<file path="config.mk">
export PLATFORM = sky130hd
export DESIGN_NAME = mem_port_arbiter
export DESIGN_NICKNAME = d
export VERILOG_FILES = /design/src/rtl/mem_port_arbiter.sv
export SDC_FILE = /design/constraint.sdc
export NUM_CORES = 1
export LEC_CHECK = 0
export ABC_AREA = 1
export BUFFER_PORTS_ARGS = -buffer_cell sky130_fd_sc_hd__buf_4
export CAP_MARGIN = 20
export CORE_MARGIN = 2
export CORE_UTILIZATION = 42
export CTS_CLUSTER_SIZE = 40
export DETAILED_ROUTE_END_ITERATION = 6
export PLACE_DENSITY = 0.76
export SKIP_CTS_REPAIR_TIMING = 1
export SYNTH_ARGS = -nofsm -noshare
export SYNTH_HDL_FRONTEND = slang
export SYNTH_SLANG_ARGS = --single-unit
</file>
<file path="constraint.sdc">
create_clock -name clk_i -period 1.4 [get_ports clk_i]
set_input_delay 0.28 -clock clk_i [delete_from_list [all_inputs] [get_ports clk_i]]
set_output_delay 0.28 -clock clk_i [all_outputs]
set_load 0.05 [all_outputs]
</file>
<file path="src/rtl/mem_port_arbiter.sv">
// mem_port_arbiter: shares one single-port memory between an instruction-fetch
// port and a data port. Each access walks IDLE -> BUSY (LAT+1 cycles) -> ACK.
// Data normally wins arbitration. A waiting fetch is forced through after STREAK
// back-to-back data grants.
//
// Ports:
//   clk_i, rst_i                      clock, asynchronous active-low reset
//   if_req_i, if_addr_i               fetch request and byte address
//   if_rdata_o, if_ack_o              fetched word, one-cycle completion pulse
//   dm_req_i, dm_we_i, dm_addr_i,
//   dm_wdata_i                        data request, write flag, address, store data
//   dm_rdata_o, dm_ack_o              load data, one-cycle completion pulse
//   mem_en_o, mem_we_o, mem_addr_o,
//   mem_wdata_o, mem_rdata_i          single-port memory interface
//   busy_o                            high whenever the FSM is not idle
module mem_port_arbiter #(
    parameter int unsigned LAT    = 2,
    parameter int unsigned STREAK = 4
) (
    input  logic        clk_i,
    input  logic        rst_i,
    input  logic        if_req_i,
    input  logic [31:0] if_addr_i,
    output logic [31:0] if_rdata_o,
    output logic        if_ack_o,
    input  logic        dm_req_i,
    input  logic        dm_we_i,
    input  logic [31:0] dm_addr_i,
    input  logic [31:0] dm_wdata_i,
    output logic [31:0] dm_rdata_o,
    output logic        dm_ack_o,
    output logic        mem_en_o,
    output logic        mem_we_o,
    output logic [31:0] mem_addr_o,
    output logic [31:0] mem_wdata_o,
    input  logic [31:0] mem_rdata_i,
    output logic        busy_o
);

    localparam logic [3:0] LatLast   = 4'(LAT);
    localparam logic [3:0] StreakMax = 4'(STREAK);

    typedef enum logic [1:0] {StIdle, StBusy, StAck} state_e;

    state_e      state_q, state_d;
    logic [3:0]  cnt_q, cnt_d;
    logic [3:0]  streak_q, streak_d;
    logic        fetch_q, fetch_d;    // type of the granted access: 1 = fetch
    logic        we_q, we_d;          // granted data access is a write
    logic        mem_en_q, mem_en_d;
    logic        mem_we_q, mem_we_d;
    logic [31:0] mem_addr_q, mem_addr_d;
    logic [31:0] mem_wdata_q, mem_wdata_d;
    logic        if_ack_q, if_ack_d;
    logic        dm_ack_q, dm_ack_d;
    logic [31:0] if_rdata_q, if_rdata_d;
    logic [31:0] dm_rdata_q, dm_rdata_d;
    logic        busy_q, busy_d;
    logic        grant_fetch;

    // Fetch wins only when data is absent or the data streak has hit its limit.
    assign grant_fetch = if_req_i && (!dm_req_i || streak_q == StreakMax);

    always_comb begin
        state_d     = state_q;
        cnt_d       = cnt_q;
        streak_d    = streak_q;
        fetch_d     = fetch_q;
        we_d        = we_q;
        mem_en_d    = 1'b0;
        mem_we_d    = 1'b0;
        mem_addr_d  = 32'h0;
        mem_wdata_d = 32'h0;
        if_ack_d    = 1'b0;
        dm_ack_d    = 1'b0;
        if_rdata_d  = if_rdata_q;
        dm_rdata_d  = dm_rdata_q;

        unique case (state_q)
            StIdle: begin
                if (if_req_i || dm_req_i) begin
                    state_d  = StBusy;
                    cnt_d    = 4'd0;
                    mem_en_d = 1'b1;
                    if (grant_fetch) begin
                        fetch_d    = 1'b1;
                        we_d       = 1'b0;
                        mem_addr_d = if_addr_i;
                        streak_d   = 4'd0;
                    end else begin
                        fetch_d     = 1'b0;
                        we_d        = dm_we_i;
                        mem_we_d    = dm_we_i;
                        mem_addr_d  = dm_addr_i;
                        mem_wdata_d = dm_wdata_i;
                        // Only data grants that make a fetch wait extend the streak.
                        if (if_req_i) begin
                            streak_d = (streak_q == 4'hF) ? streak_q : streak_q + 4'd1;
                        end else begin
                            streak_d = 4'd0;
                        end
                    end
                end
            end
            StBusy: begin
                if (cnt_q == LatLast) begin
                    state_d = StAck;
                    if (fetch_q) begin
                        if_rdata_d = mem_rdata_i;
                        if_ack_d   = 1'b1;
                    end else begin
                        dm_ack_d = 1'b1;
                        if (!we_q) begin
                            dm_rdata_d = mem_rdata_i;
                        end
                    end
                end else begin
                    cnt_d = cnt_q + 4'd1;
                end
            end
            StAck: begin
                state_d = StIdle;
            end
            default: begin
                state_d = StIdle;
            end
        endcase

        busy_d = (state_d != StIdle);
    end

    always_ff @(posedge clk_i or negedge rst_i) begin
        if (!rst_i) begin
            state_q     <= StIdle;
            cnt_q       <= 4'd0;
            streak_q    <= 4'd0;
            fetch_q     <= 1'b0;
            we_q        <= 1'b0;
            mem_en_q    <= 1'b0;
            mem_we_q    <= 1'b0;
            mem_addr_q  <= 32'h0;
            mem_wdata_q <= 32'h0;
            if_ack_q    <= 1'b0;
            dm_ack_q    <= 1'b0;
            if_rdata_q  <= 32'h0;
            dm_rdata_q  <= 32'h0;
            busy_q      <= 1'b0;
        end else begin
            state_q     <= state_d;
            cnt_q       <= cnt_d;
            streak_q    <= streak_d;
            fetch_q     <= fetch_d;
            we_q        <= we_d;
            mem_en_q    <= mem_en_d;
            mem_we_q    <= mem_we_d;
            mem_addr_q  <= mem_addr_d;
            mem_wdata_q <= mem_wdata_d;
            if_ack_q    <= if_ack_d;
            dm_ack_q    <= dm_ack_d;
            if_rdata_q  <= if_rdata_d;
            dm_rdata_q  <= dm_rdata_d;
            busy_q      <= busy_d;
        end
    end

    assign if_rdata_o  = if_rdata_q;
    assign if_ack_o    = if_ack_q;
    assign dm_rdata_o  = dm_rdata_q;
    assign dm_ack_o    = dm_ack_q;
    assign mem_en_o    = mem_en_q;
    assign mem_we_o    = mem_we_q;
    assign mem_addr_o  = mem_addr_q;
    assign mem_wdata_o = mem_wdata_q;
    assign busy_o      = busy_q;

endmodule

</file>
==> run summary <==
Final net count = 1000
RSZ-0062 raised after global routing = yes
Setup violators final = 6
GP Congestion = 0.8491
Post-Layout Cell Count = 1050
Num CTS Buffers = 17
R2R Setup Slk = -50 ps
Slew margin rel. = 0.7625
Post-synthesis sequential area ratio = 0.6442
Total grt overflow = 0
Startpoint types = flip-flop
Crit path kind = reg2reg
Arrival time worst endpoint = 1760 ps
Logic gate share of total power = 0.505
Via count = 4945
Antenna violations before repair = 0
Power Total = 0.02277 W
Placed Cells = 1008
Clock tree root driver cell = clkbuf_16
Internal = 0.01240 W
Multi-input gate area = 1715 µm²
Synthesized area = 5633 µm²
Utilization after layout = 0.6836
Die ar. = 14350 µm²
Antenna diode instance count = 0
Drt drc = 0
Skew-Pair Late Insertion Delay = 420 ps
Worst path required time = 1700 ps
DPL Wire Length = 11140 µm
#FFs+latches synth = 145
Crit path max fanout = 8
Period utilisation layout = 1.038
Post-layout min period = 1453 ps
Final Hold Fails = 0
CTS clk-pin slew, worst paths = 60 ps
Reg power frac = 0.286
CTS tree = built
Gate Count Post-Synth = 563
Max Freq = 0.6885 GHz
Crit path max-delay family = flip-flops
DR iter-0 viols = 269
Routed wire length = 16430 µm
Leakage power = 4.925 nW
Pre-antenna DRT Iters = 4
All-Layer GR Usage = 0.2125
Die Ht = 119.8 µm
Syn nets = 700
Clock skew = 9.880 ps
Avg Vias per Cell = 4.710
Number of I/O pins = 266
Hold Path Class = in2reg
Final ANT Viol Nets = 0
H-tree levels = 4
Bufs and invs on worst path = 2
Core box area = 13190 µm²
Pwr/cell area = 2525 nW/µm²
Filler Cells Inserted = 998
Share of post-route cells with drive strength above 1 = 0.4714
Maxcap violations = 0
Rows = 42
P_sw = 0.01037 W
Peak VDD IR = 0.001371 V
Setup_tns = -91.48 ps
Reg area = 3628 µm²
Final worst slack = -52.54 ps
Pins Over Slew Limit = 0
Crit-path cells = inv_2 > ha_4 > nand3_4 > nand2_4 > nand2_8 > buf_12 > o21ai_0 > nor2_1
Per-cell routed wire length = 15.65 µm
Outcome = finished, violations left
Slowest CP cell = dfrtp_1
Sw frac = 0.4555
Largest net degree at the start of global routing = 66
Die width = 119.8 µm
Yosys warns = 0
Mean Syn Cell Area = 10.01 µm²
Clk sink count = 145
Initial core utilization = 0.4271
CP max stage delay = 390 ps
Vias in the first global route = 4708
First-pass GRT wire length = 23340 µm
Crit end category = flip-flop
Area grow syn2layout = 60.08%
Distinct cells, synth = 26
Failing checks = setup timing
Buffers on Ports = 265
Clk pwr share = 0.209
Worst Tran Pin Value = 356.3 ps
Clock buffer depth = 2
[area by class of cell]
| cell class | instances | area share |
|---|---|---|
| inverters | 77 | 0.03372 |
| well taps | 176 | 0.02442 |
| multi-input cells | 316 | 0.1902 |
| clock buffers | 22 | 0.05259 |
| repair buffers | 306 | 0.2797 |
| clock inverters | 8 | 0.01693 |
| flip-flops and latches | 145 | 0.4024 |
[synthesized netlist by cell type, drive strengths merged]
library cell | n | share of area
dfrtp | 145 | 0.64
nor2 | 103 | 0.073
o21ai | 101 | 0.11
nand2 | 86 | 0.061
inv | 77 | 0.051
buf | 20 | 0.027
nand3 | 10 | 0.0098
clkbuf | 6 | 0.0040
nand4 | 6 | 0.0067
ha | 4 | 0.0089
xor2 | 2 | 0.0031
a21oi | 1 | 0.00089
nor3 | 1 | 0.00089
o21a | 1 | 0.0013
[power by group through the flow]
stage               Combinational, W  Clock (W)  Sequential, W
floorplan                    0.00235          0         0.0115
global placement              0.0109          0        0.00651
detailed placement            0.0110          0        0.00654
CTS                           0.0111    0.00485        0.00648
global route                  0.0121    0.00507        0.00667
finish                        0.0115    0.00476        0.00650
[logic make-up after synthesis]
logic type | after synthesis | share of synthesized area
flip-flops | 145 | 0.6442
XOR/XNOR | 2 | 0.003110
AO/OA/AOI/OAI | 103 | 0.1093
adder cells (fa/ha/maj) | 4 | 0.008885
buffers and inverters | 103 | 0.08263
AND/OR/NAND/NOR | 206 | 0.1519
[per-layer routing]
layer	wire, µm	vias to the layer above	global-route usage	share of wire
met5	0	-	0	0
met4	501	0	0.1022	0.030
met3	1229	36	0.06084	0.075
met2	8508	222	0.3511	0.52
met1	6190	2336	0.2563	0.38
li1	-	2351	-	-
[cell usage in the layout (no fill, tap or decap), types with 2 or more instances in the layout]
cell and n:
clkbuf_8 3, buf_12 9, buf_4 287, nor2_1 75, nand3_1 8, o21ai_1 51, inv_2 3, bufinv_16 4
ha_2 2, nor2_2 23, clkbuf_16 22, buf_8 2, nand2_1 75, dfrtp_1 145, xor2_1 2, nand4_1 6
o21ai_2 28, inv_1 72, o21ai_0 21, clkinvlp_4 2, buf_6 2, nand2_2 6, clkbuf_1 2, nor2_4 4
nand2_4 5
[through the flow]
stage / worst slack, ps / instance area, µm² / hold slack, ps
floorplan: 16.95 / 5635 / -15.59
global placement: -39.18 / 7985 / 203.0
detailed placement: -93.64 / 7985 / 200.0
CTS: -87.56 / 8612 / -246.9
global route: -106.0 / 9017 / 59.33
finish: -52.54 / 9017 / 71.56
[worst paths after layout]
kind,endpoint,cells past startpoint,start
worst max-delay path,mem_addr_o[8],8,streak_q[0]
worst min-delay path,mem_wdata_o[12],3,dm_wdata_i[12]
worst max register to register,mem_addr_o[8],8,streak_q[0]
worst min register to register,if_rdata_o[4],2,if_rdata_o[4]
max in group asynchronous,dm_rdata_o[13],3,rst_i
min in group asynchronous,dm_rdata_o[25],2,rst_i
[tightest hold or removal path, delay by kind of cell]
kind          cells  cell delay, ps
simple gates      1              30
buf+inv           2             140
[registers in the layout, indices dropped and copies added, names as in the netlist]
name,flops
if_rdata_o,32
we_q,1
busy_o,1
mem_wdata_o,32
cnt_q,4
state_q,2
mem_addr_o,32
dm_rdata_o,32
dm_ack_o,1
mem_we_o,1
mem_en_o,1
fetch_q,1
streak_q,4
if_ack_o,1
Power figures use the tool's default switching activity.
